File: config.mk
export PLATFORM = sky130hd
export DESIGN_NAME = ucsbece154b_bp_perfmon_flat
export DESIGN_NICKNAME = d
export VERILOG_FILES = /design/src/rtl/ucsbece154b_bp_perfmon_pkg.sv /design/src/rtl/ucsbece154b_bp_perfmon_if.sv /design/src/rtl/ucsbece154b_bp_perfmon_sat_counter.sv /design/src/rtl/ucsbece154b_bp_perfmon.sv /design/src/flat_wrapper.sv
export SDC_FILE = /design/constraint.sdc
export NUM_CORES = 1
export LEC_CHECK = 0
export BUFFER_PORTS_ARGS = -buffer_cell sky130_fd_sc_hd__buf_2
export CAP_MARGIN = 0
export CORE_MARGIN = 2
export CORE_UTILIZATION = 36
export DETAILED_ROUTE_END_ITERATION = 10
export SETUP_SLACK_MARGIN = 0.5
export SLEW_MARGIN = 10
export SYNTH_ARGS = -nofsm -noshare
export SYNTH_HDL_FRONTEND = slang
export SYNTH_SLANG_ARGS = --single-unit
File: constraint.sdc
create_clock -name clk -period 3 [get_ports clk]
set_input_delay 0.15 -clock clk [delete_from_list [all_inputs] [get_ports clk]]
set_output_delay 0.15 -clock clk [all_outputs]
set_load 0.005 [all_outputs]
File: src/rtl/ucsbece154b_bp_perfmon_pkg.sv
// Shared definitions for the branch-predictor performance monitor:
// counter map, read-port FSM states and the mispredict rule.
package ucsbece154b_perf_pkg;

  localparam int unsigned CNT_CYCLES    = 0;
  localparam int unsigned CNT_RETIRED   = 1;
  localparam int unsigned CNT_BRANCH    = 2;
  localparam int unsigned CNT_BR_MISP   = 3;
  localparam int unsigned CNT_JUMP      = 4;
  localparam int unsigned CNT_JMP_MISP  = 5;
  localparam int unsigned CNT_BTB_HIT   = 6;
  localparam int unsigned CNT_BTB_MISS  = 7;
  localparam int unsigned NUM_CNT       = 8;

  typedef enum logic [1:0] {IDLE, READ, ACK} perf_state_e;

  // Jumps are always taken, so only a missing prediction or a wrong target counts.
  function automatic logic is_mispredict(input logic        pred_taken,
                                         input logic        actual_taken,
                                         input logic [31:0] pred_target,
                                         input logic [31:0] actual_target,
                                         input logic        is_jump);
    if (is_jump)
      return !pred_taken || (pred_target != actual_target);
    return (pred_taken != actual_taken) ||
           (pred_taken && actual_taken && (pred_target != actual_target));
  endfunction

endpackage

File: src/rtl/ucsbece154b_bp_perfmon_if.sv
// Host-side read/clear port of the performance monitor (four-phase handshake).
interface ucsbece154b_bp_perfmon_if #(
  parameter int unsigned CNT_W  = 32,
  parameter int unsigned ADDR_W = 3
);
  logic              rd_req_i;
  logic [ADDR_W-1:0] rd_addr_i;
  logic              rd_ack_o;
  logic [CNT_W-1:0]  rd_data_o;
  logic              clr_req_i;
  logic              busy_o;

  modport master (
    output rd_req_i, rd_addr_i, clr_req_i,
    input  rd_ack_o, rd_data_o, busy_o
  );

  modport slave (
    input  rd_req_i, rd_addr_i, clr_req_i,
    output rd_ack_o, rd_data_o, busy_o
  );
endinterface

File: src/rtl/ucsbece154b_bp_perfmon_sat_counter.sv
// Saturating event counter with synchronous clear and async active-low reset.
module ucsbece154b_sat_counter #(
  parameter int unsigned W = 32
) (
  input  logic         clk,
  input  logic         reset,
  input  logic         clr_i,
  input  logic         inc_i,
  output logic [W-1:0] q_o
);

  always_ff @(posedge clk or negedge reset) begin
    if (!reset)
      q_o <= '0;
    else if (clr_i)
      q_o <= '0;
    else if (inc_i && (q_o != '1))
      q_o <= q_o + W'(1);
  end

endmodule

File: src/rtl/ucsbece154b_bp_perfmon.sv
// Branch-predictor performance monitor: per-cycle event decode, 8 saturating
// counters, a coherent snapshot taken on reads of counter 0, and the read FSM.
module ucsbece154b_bp_perfmon
  import ucsbece154b_perf_pkg::*;
#(
  parameter int unsigned CNT_W  = 32,
  parameter int unsigned ADDR_W = 3
) (
  input  logic        clk,
  input  logic        reset,
  input  logic        enable_i,
  input  logic        retire_i,
  input  logic        valid_e_i,
  input  logic        branch_e_i,
  input  logic        jump_e_i,
  input  logic        pred_taken_e_i,
  input  logic        actual_taken_e_i,
  input  logic [31:0] pred_target_e_i,
  input  logic [31:0] actual_target_e_i,
  input  logic        btb_hit_e_i,
  ucsbece154b_bp_perfmon_if.slave rd_if
);

  perf_state_e          state;
  logic [NUM_CNT-1:0]   inc;
  logic                 clr_go;
  logic                 ev_br;
  logic                 ev_jmp;
  logic [CNT_W-1:0]     live [NUM_CNT];
  logic [CNT_W-1:0]     snap [NUM_CNT];

  // A branch that is also flagged as a jump is accounted as a jump only.
  always_comb begin
    ev_jmp = valid_e_i && jump_e_i;
    ev_br  = valid_e_i && branch_e_i && !jump_e_i;
    inc    = '0;
    inc[CNT_CYCLES]   = enable_i;
    inc[CNT_RETIRED]  = enable_i && retire_i;
    inc[CNT_BRANCH]   = enable_i && ev_br;
    inc[CNT_BR_MISP]  = enable_i && ev_br &&
                        is_mispredict(pred_taken_e_i, actual_taken_e_i,
                                      pred_target_e_i, actual_target_e_i, 1'b0);
    inc[CNT_JUMP]     = enable_i && ev_jmp;
    inc[CNT_JMP_MISP] = enable_i && ev_jmp &&
                        is_mispredict(pred_taken_e_i, actual_taken_e_i,
                                      pred_target_e_i, actual_target_e_i, 1'b1);
    inc[CNT_BTB_HIT]  = enable_i && (ev_br || ev_jmp) && btb_hit_e_i;
    inc[CNT_BTB_MISS] = enable_i && (ev_br || ev_jmp) && !btb_hit_e_i;
  end

  assign clr_go = rd_if.clr_req_i && (state == IDLE);

  for (genvar i = 0; i < NUM_CNT; i++) begin : g_cnt
    ucsbece154b_sat_counter #(.W(CNT_W)) u_cnt (
      .clk   (clk),
      .reset (reset),
      .clr_i (clr_go),
      .inc_i (inc[i]),
      .q_o   (live[i])
    );
  end

  // A simultaneous clear and read request in IDLE takes the clear first.
  always_ff @(posedge clk or negedge reset) begin
    if (!reset) begin
      state           <= IDLE;
      rd_if.rd_ack_o  <= 1'b0;
      rd_if.busy_o    <= 1'b0;
      rd_if.rd_data_o <= '0;
      for (int unsigned i = 0; i < NUM_CNT; i++)
        snap[i] <= '0;
    end else begin
      case (state)
        IDLE: begin
          if (rd_if.rd_req_i && !rd_if.clr_req_i) begin
            state        <= READ;
            rd_if.busy_o <= 1'b1;
          end
        end
        READ: begin
          if (rd_if.rd_addr_i == '0) begin
            for (int unsigned i = 0; i < NUM_CNT; i++)
              snap[i] <= live[i];
            rd_if.rd_data_o <= live[CNT_CYCLES];
          end else begin
            rd_if.rd_data_o <= snap[rd_if.rd_addr_i];
          end
          state          <= ACK;
          rd_if.rd_ack_o <= 1'b1;
        end
        ACK: begin
          if (!rd_if.rd_req_i) begin
            state          <= IDLE;
            rd_if.rd_ack_o <= 1'b0;
            rd_if.busy_o   <= 1'b0;
          end
        end
        default: begin
          state          <= IDLE;
          rd_if.rd_ack_o <= 1'b0;
          rd_if.busy_o   <= 1'b0;
        end
      endcase
    end
  end

endmodule

File: src/flat_wrapper.sv
// flat-port wrapper written by rule: the top's interface ports become plain ports
module ucsbece154b_bp_perfmon_flat import ucsbece154b_perf_pkg::*;
#(
  parameter int unsigned CNT_W  = 32,
  parameter int unsigned ADDR_W = 3
)
  (clk, reset, enable_i, retire_i, valid_e_i, branch_e_i, jump_e_i, pred_taken_e_i, actual_taken_e_i, pred_target_e_i, actual_target_e_i, btb_hit_e_i, rd_if_rd_req_i, rd_if_rd_addr_i, rd_if_clr_req_i, rd_if_rd_ack_o, rd_if_rd_data_o, rd_if_busy_o);
  ucsbece154b_bp_perfmon_if #(.CNT_W(CNT_W), .ADDR_W(ADDR_W)) rd_if_i ();
  input  logic clk;
  input  logic reset;
  input  logic enable_i;
  input  logic retire_i;
  input  logic valid_e_i;
  input  logic branch_e_i;
  input  logic jump_e_i;
  input  logic pred_taken_e_i;
  input  logic actual_taken_e_i;
  input  logic [31:0] pred_target_e_i;
  input  logic [31:0] actual_target_e_i;
  input  logic btb_hit_e_i;
  input wire logic [$bits(rd_if_i.rd_req_i)-1:0] rd_if_rd_req_i;
  input wire logic [$bits(rd_if_i.rd_addr_i)-1:0] rd_if_rd_addr_i;
  input wire logic [$bits(rd_if_i.clr_req_i)-1:0] rd_if_clr_req_i;
  output wire logic [$bits(rd_if_i.rd_ack_o)-1:0] rd_if_rd_ack_o;
  output wire logic [$bits(rd_if_i.rd_data_o)-1:0] rd_if_rd_data_o;
  output wire logic [$bits(rd_if_i.busy_o)-1:0] rd_if_busy_o;
  assign rd_if_i.rd_req_i = rd_if_rd_req_i;
  assign rd_if_i.rd_addr_i = rd_if_rd_addr_i;
  assign rd_if_i.clr_req_i = rd_if_clr_req_i;
  assign rd_if_rd_ack_o = rd_if_i.rd_ack_o;
  assign rd_if_rd_data_o = rd_if_i.rd_data_o;
  assign rd_if_busy_o = rd_if_i.busy_o;
  ucsbece154b_bp_perfmon #(.CNT_W(CNT_W), .ADDR_W(ADDR_W)) u_core (.clk(clk), .reset(reset), .enable_i(enable_i), .retire_i(retire_i), .valid_e_i(valid_e_i), .branch_e_i(branch_e_i), .jump_e_i(jump_e_i), .pred_taken_e_i(pred_taken_e_i), .actual_taken_e_i(actual_taken_e_i), .pred_target_e_i(pred_target_e_i), .actual_target_e_i(actual_target_e_i), .btb_hit_e_i(btb_hit_e_i), .rd_if(rd_if_i));
endmodule
Word-level counts from Yosys, hierarchy flattened. Cells that the tools add are included. Widths: inputs -> output; s select.

Register bits after elaboration: 548. Input bits: 79. Output and inout bits: 34.

$add $sub $neg: 8. $lt $le $gt $ge: 1. Eq/ne operators: 14. Multiplexer cells: 27. Bitwise logic cells: 3. Reductions and logical operators: 44.

Operators by type and width (number): $mux 32 (19); $add 32x1->32 const B (8); $ne 32x32->1 const B (8); $bmux 32 s3 (1); $ne 32x32->1 (1); $logic_and 1x1->1 (23); $reduce_bool 2->1 (8); $pmux 1 s3 (2); $pmux 2 s3 (1); $reduce_and 2->1 (3); $ge 4x4->1 const B (1); $logic_not 1->1 (4); $mux 2 (2); $ne 2x2->1 const B (2); $not 3->4 (1); $logic_not 3->1 (1); $logic_or 1x1->1 (3); $reduce_and 3->1 (1); $eq 2x1->1 const B (1); $eq 2x2->1 const B (1); $logic_not 2->1 (1); $mux 1 (2); $not 1->1 (2); $ne 1x1->1 (1).

Depth between registers and ports, before layout.
Depth in word-level cells: 8. Mapped depth: 9. Gate-level depth less buffers: 8.

Hierarchy. A second synthesis with hierarchy kept.

Cells, all modules: 2349. Area total of the unflattened synthesis: 27839.2 um^2.

By module, submodules not included: ucsbece154b_sat_counter (times used 8, cells each 198, area each 1854.3 um^2, sequential area each 800.8 um^2); ucsbece154b_bp_perfmon (times used 1, cells each 765, area each 13005.0 um^2, sequential area each 6506.2 um^2).

Worst setup path after synthesis. No wires, ideal clock.

Path type: reg-to-reg. From: reg u_core.g_cnt[5].u_cnt.q_o[0]. To: reg u_core.g_cnt[5].u_cnt.q_o[29]. Setup time: 0.078 ns. Arrival time: 2.097 ns. Slack: 0.825 ns. Stages on the path, launching flop included: 10. Buffers on the path: 1. Cell sequence: dfrtp_1 -> ha_1 -> nand3_1 -> nor2_1 -> and3_1 -> a32oi_2 -> buf_4 -> nand3_1 -> or4_1 -> a21oi_1.

Longest elaborated chain between the ends: 3. Elaborated cells on any way between the ends: 6. Classes of those cells: add/sub: 1; eq/ne: 1; mux: 2; reduce/logical: 2.

Ends and longest elaborated chain: start: declaration (line ucsbece154b_bp_perfmon_sat_counter.sv:9) `output logic [W-1:0] q_o`; start signal: assignment (line ucsbece154b_bp_perfmon_sat_counter.sv:18) `q_o <= q_o + W'(1);`; $add 32x1->32 or $ne 32x32->1 (tied branches) (line ucsbece154b_bp_perfmon_sat_counter.sv:18, ucsbece154b_bp_perfmon_sat_counter.sv:17); $mux 32 or $logic_and 1x1->1 (tied branches) (line ucsbece154b_bp_perfmon_sat_counter.sv:17) `else if (inc_i && (q_o != '1))`; $mux 32 or $reduce_bool 2->1 (tied branches).

Parallel ways exist; a longest one is shown, timed or not. The select of a mux whose other input is x is not followed. A chain may end at the register's enable or synchronous reset.

Final worst setup path.
From: reg u_core.g_cnt[4].u_cnt.q_o[0]. To: reg u_core.g_cnt[4].u_cnt.q_o[9].

Longest elaborated chain between the ends: 3. Elaborated cells on any way between the ends: 6. Classes of those cells: add/sub: 1; eq/ne: 1; mux: 2; reduce/logical: 2.

Ends and longest elaborated chain (line): start: declaration (ucsbece154b_bp_perfmon_sat_counter.sv:9); start signal: assignment (ucsbece154b_bp_perfmon_sat_counter.sv:18); $add 32x1->32 or $ne 32x32->1 (tied branches) (ucsbece154b_bp_perfmon_sat_counter.sv:18, ucsbece154b_bp_perfmon_sat_counter.sv:17); $mux 32 or $logic_and 1x1->1 (tied branches) (ucsbece154b_bp_perfmon_sat_counter.sv:17); $mux 32 or $reduce_bool 2->1 (tied branches).

Parallel ways exist; a longest one is shown, timed or not. The select of a mux whose other input is x is not followed.

==> results by stage <==
Worst setup path:
- The critical path data required time is ~3.5 ns.
- On the worst path, the slowest cell contributes a delay of between 0.6 and 0.7 ns.
- Traced cell by cell, the critical path runs through ha_1 > and3_1 > nand3_1 > nor2_1 > a211oi_2 > nand4_1 > xor2_1 > nor2_1.
- The type of destination of the critical path is a flip-flop.
- The slowest cell on the critical path is sky130_fd_sc_hd__a211oi_2.
- The critical path in this run is classified as reg -> reg.
- Counting buffers and inverters, the worst setup path is 8 cells deep.
- In this run the worst path has a maximum fanout of 6.
- The buffer and inverter count on the worst path is 0.
- The worst setup path is launched from a flip-flop.
- Counting stages on the worst path, the most repeated cell is sky130_fd_sc_hd__nor2_1.
- The worst-case reg-to-reg path depth is 8.
- Data arrives at the worst endpoint at between 2 and 3 ns.
- The kind of cell with the highest combined delay on the critical path is simple AND/OR/NAND/NOR gates.

Die:
- In this run the standard cell core region covers a little under 0.07 mm².
- about 110 I/O pins were placed.
- The die covers about 0.072 mm².
- The cell row count is 96.
- The initial cell density of the core is 0.364.
- The floorplan step set the die width to approximately 270 µm.
- The y dimension of the die is between 200 and 300 µm.

Outcome:
- The flow ran to the end, and the final reports show no timing, DRC or antenna violations.

Final layout:
- The layout has 6703 filler cells.
- From synthesis to final layout, the design area changed by 15.7%.
- At the end of the flow, the number of nets in the layout was around 2800.
- Of the cells placed in the final design, the portion with a size suffix greater than 1 is 0.132.

STA:
- Setup violations remaining at the end of the flow were counted as 0.
- For the final routed database, the setup TNS stands at 0 ns.
- The max-slew violation count is 0.
- The transition at the pin with the smallest max-transition slack is just over 0.8 ns.
- In this run the tightest slew margin relative to its limit is 0.461.
- Dividing the final minimum period by the clock period gives 0.829.
- The routed design could run at a clock period as short as between 2 and 2.5 ns.
- The clock arrives with ~0.015 ns of skew.
- The number of endpoints with negative hold slack in the final report is 0.
- The worst setup margin is between 0.5 and 0.6 ns.
- Setup repair after global routing could not meet its margin everywhere.
- Derived from the worst setup path, the maximum achievable clock frequency is just over 400 MHz.

Global routing:
- For this run the aggregate overflow at the end of global routing stands at 0.
- For this run, the total global-route usage over all layers was measured as 0.200.
- The maximum number of pins on one net before global-route repair is about 130.
- The wire length of the first global-routing pass is around 110 mm.
- The initial antenna violation count is 2.
- The number of global-route vias before repair is approximately 19000.

Logic synthesis:
- Among all flip-flop cells after synthesis, the most frequent one is sky130_fd_sc_hd__dfrtp_1.
- A synthesized cell averages around 9.5 µm².
- By area the synthesized netlist is led by sky130_fd_sc_hd__dfrtp_1, sky130_fd_sc_hd__nand2_1, sky130_fd_sc_hd__mux4_2.
- The net count after synthesis is ~2700.
- The post-synthesis cell count is ~2600.
- Of the total synthesized cell area, the portion taken by AND, OR, NAND and NOR gates is 0.262.
- By area, the combinational part of the netlist is dominated by simple AND/OR/NAND/NOR gates.
- For this run, the number of Yosys warnings is 0.
- The number of distinct library cells after synthesis is 61.
- Synthesis inferred 516 register bits.
- Of the post-synthesis cell area, the dominant cell type holds 0.516.
- sky130_fd_sc_hd__dfrtp_1 takes more of the synthesized area than any other cell.
- The proportion of synthesized flip-flops having asynchronous set or reset is 1.00.
- In this run, synthesis inferred 0 flip-flops with an integrated enable.
- Of the total synthesized cell area, the portion taken by full adders, half adders and majority gates is 0.00450.
- The synthesized area is ~0.025 mm².
- Of the synthesized area, sequential elements account for 0.516.
- Of the total synthesized cell area, the portion taken by XOR and XNOR cells is 0.0745.
- The mux share of post-synthesis cell area is 0.0760.
- The share of the synthesized area in compound gates (AO/OA/AOI/OAI) is 0.0414.

Placed design:
- At the placement stage, the worst setup path has a slack of between 0.2 and 0.25 ns.
- During placement, the flow inserted port buffers numbering between 100 and 150.
- The placer congestion estimate is just over 0.8.
- Once detailed placement completed, the half-perimeter wirelength came to between 40 and 50 mm.

Detailed routing:
- The via-per-instance ratio is roughly 5.3.
- In the routed design, unresolved DRC markers number 0.
- In this run the remaining antenna-violating nets after routing total 0.
- Dividing the detail-routed wire length by the instance count gives between 15 and 20 µm.
- The routed design has 70.8 mm of wire.
- Summing over every cut layer, the via total after detailed routing is approximately 20000.
- The first routing iteration left approximately 1600 violations.
- The first-pass detailed-route iteration total is 6.

Job:
- The tool flagged a number of max-cap violations equal to 0.

Clock network:
- The insertion delay to the later sink of the worst-skew pair is 0.61 ns.
- After clock tree synthesis, the clock-pin slew on the worst setup and hold paths is 0.06 ns.
- TritonCTS built the clock tree.
- TritonCTS created 54 clock buffers.
- Counting along the longest clock path gives a buffer depth of 3.
- In this run the number of H-tree levels came out at 2.
- The number of clock sinks seen by CTS is between 500 and 600.
- The clock root buffer is sky130_fd_sc_hd__clkbuf_16.

Power:
- The worst-case vdd ir drop is 0.364 mV.
- Dividing total power by cell area gives a power density of ~520 mW/mm².
- The leakage power is ~13 nW.
- After layout, the design draws a total of approximately 15 mW.

Worst hold path:
- The path class of the lowest-slack min-delay path is in -> async.
-- flip-flops by register name, summed over array words and instances (netlist names) --
signal,count
u_core.g_cnt.u_cnt.q_o,256
u_core.rd_if.busy_o,1
u_core.rd_if.rd_ack_o,1
u_core.rd_if.rd_data_o,32
u_core.snap,224
u_core.state,2
-- metal layers --
| metal | routed length [µm] | global-route usage | vias to the layer above |
|---|---|---|---|
| met2 | 32800 | 0.318 | 582 |
| met5 | 13 | 0 | - |
| met3 | 4630 | 0.0302 | 99 |
| li1 | - | - | 9134 |
| met4 | 1680 | 0.0562 | 2 |
| met1 | 31700 | 0.283 | 9855 |
-- cell type report --
class / count / area (µm²) / share of cell area
Multi-Input combinational cell: 1967 / 11700 / 0.405
Clock inverter: 14 / 245 / 0.00847
Inverter: 26 / 97.6 / 0.00337
Clock buffer: 81 / 1640 / 0.0565
Tap cell: 931 / 1160 / 0.0402
Timing Repair Buffer: 168 / 1170 / 0.0405
Sequential cell: 516 / 12900 / 0.446
Antenna cell: 1 / 2.50 / 0.0000864
-- stage by stage --
| step | cell area, µm² | utilization | hold slack, ns | cells |
|---|---|---|---|---|
| final | 29000 | 0.422 | 0.121 | 3704 |
| after global routing | 29000 | 0.422 | 0.170 | 3703 |
| after CTS | 28700 | 0.418 | 0.0917 | 3697 |
| after detailed placement | 26800 | 0.389 | 0.208 | 3596 |
| after global placement | 26800 | 0.389 | 0.208 | 3596 |
| after floorplan | 25000 | - | -0.146 | 2640 |
-- synthesized netlist by cell type (2+ instances only) --
| library cell | number |
|---|---|
| sky130_fd_sc_hd__a21oi_1 | 52 |
| sky130_fd_sc_hd__nor2_1 | 229 |
| sky130_fd_sc_hd__xor2_1 | 120 |
| sky130_fd_sc_hd__and4_1 | 31 |
| sky130_fd_sc_hd__nor4_2 | 5 |
| sky130_fd_sc_hd__o21a_1 | 4 |
| sky130_fd_sc_hd__nor3_1 | 31 |
| sky130_fd_sc_hd__o21ai_0 | 93 |
| sky130_fd_sc_hd__nand2_1 | 779 |
| sky130_fd_sc_hd__nor2b_1 | 3 |
| sky130_fd_sc_hd__buf_2 | 18 |
| sky130_fd_sc_hd__or2_2 | 5 |
| sky130_fd_sc_hd__and2_1 | 22 |
| sky130_fd_sc_hd__nand2b_1 | 15 |
| sky130_fd_sc_hd__clkbuf_1 | 103 |
| sky130_fd_sc_hd__nand4_1 | 94 |
| sky130_fd_sc_hd__nor3_2 | 3 |
| sky130_fd_sc_hd__and4b_1 | 2 |
| sky130_fd_sc_hd__o211ai_1 | 6 |
| sky130_fd_sc_hd__mux2i_1 | 46 |
| sky130_fd_sc_hd__inv_1 | 26 |
| sky130_fd_sc_hd__o21ai_1 | 3 |
| sky130_fd_sc_hd__or4_1 | 15 |
| sky130_fd_sc_hd__a31oi_1 | 2 |
| sky130_fd_sc_hd__xnor2_1 | 93 |
| sky130_fd_sc_hd__nand3_1 | 104 |
| sky130_fd_sc_hd__nor4_1 | 25 |
| sky130_fd_sc_hd__buf_4 | 2 |
| sky130_fd_sc_hd__and3_1 | 37 |
| sky130_fd_sc_hd__or3_1 | 39 |
| sky130_fd_sc_hd__dfrtp_1 | 516 |
| sky130_fd_sc_hd__and2_0 | 2 |
| sky130_fd_sc_hd__o31a_1 | 3 |
| sky130_fd_sc_hd__ha_1 | 9 |
| sky130_fd_sc_hd__buf_1 | 8 |
| sky130_fd_sc_hd__mux4_2 | 63 |
| sky130_fd_sc_hd__o31ai_1 | 7 |
| sky130_fd_sc_hd__mux2_2 | 2 |
-- placed cells by master, fill, tap and decap left out, types with 4 or more instances in the layout --
master and n:
sky130_fd_sc_hd__a21oi_1 51, sky130_fd_sc_hd__and2_1 21, sky130_fd_sc_hd__and3_1 36, sky130_fd_sc_hd__and4_1 31, sky130_fd_sc_hd__buf_12 13, sky130_fd_sc_hd__buf_2 109
sky130_fd_sc_hd__buf_4 40, sky130_fd_sc_hd__bufinv_16 7, sky130_fd_sc_hd__clkbuf_1 12, sky130_fd_sc_hd__clkbuf_16 57, sky130_fd_sc_hd__clkbuf_8 12, sky130_fd_sc_hd__clkinv_2 7
sky130_fd_sc_hd__dfrtp_1 515, sky130_fd_sc_hd__dlygate4sd3_1 4, sky130_fd_sc_hd__ha_1 9, sky130_fd_sc_hd__inv_1 26, sky130_fd_sc_hd__mux2i_1 46, sky130_fd_sc_hd__mux4_2 63
sky130_fd_sc_hd__nand2_1 776, sky130_fd_sc_hd__nand2b_1 14, sky130_fd_sc_hd__nand3_1 103, sky130_fd_sc_hd__nand4_1 94, sky130_fd_sc_hd__nor2_1 224, sky130_fd_sc_hd__nor2_2 4
sky130_fd_sc_hd__nor3_1 31, sky130_fd_sc_hd__nor4_1 18, sky130_fd_sc_hd__nor4_2 6, sky130_fd_sc_hd__nor4_4 6, sky130_fd_sc_hd__o211ai_1 6, sky130_fd_sc_hd__o21a_1 4
sky130_fd_sc_hd__o21ai_0 93, sky130_fd_sc_hd__o31ai_1 7, sky130_fd_sc_hd__or2_2 5, sky130_fd_sc_hd__or3_1 38, sky130_fd_sc_hd__or4_1 14, sky130_fd_sc_hd__xnor2_1 93
sky130_fd_sc_hd__xor2_1 120
-- kinds of logic after synthesis --
kind of cell | Yosys count
AO/OA/AOI/OAI | 181
XOR/XNOR | 213
adder cells (fa/ha/maj) | 9
buffers and inverters | 158
flip-flops | 516
multiplexers | 111
AND/OR/NAND/NOR | 1452
-- what timing repair did --
action | in CTS | in global routing
hold buffers | 4 | 0
setup buffers | 2 | 5
pin swaps | 2 | 5
endpoints found under the hold margin | 71 | 0
resized for setup | 7 | 32
endpoints found under the setup margin | 36 | 131
gates cloned | 0 | 1
-- final timing paths --
kind	slack, ns	startpoint	end
max reg2reg	0.51	u_core.g_cnt[4].u_cnt.q_o[0]	u_core.g_cnt[4].u_cnt.q_o[9]
max in group asynchronous	1.88	reset	u_core.g_cnt[4].u_cnt.q_o[3]
min in group clk	0.17	enable_i	u_core.g_cnt[0].u_cnt.q_o[1]
min reg2reg	0.47	u_core.snap[39]	u_core.snap[39]
max	0.51	u_core.g_cnt[4].u_cnt.q_o[0]	u_core.g_cnt[4].u_cnt.q_o[9]
min	0.12	reset	u_core.snap[26]
-- report_power, final --
group          internal, mW  switching [mW]
clock network          4.34            2.79
logic                 0.297           0.615
registers              7.06          0.0987
total                  11.7            3.51
No activity file was read; power rests on OpenSTA's default activity.
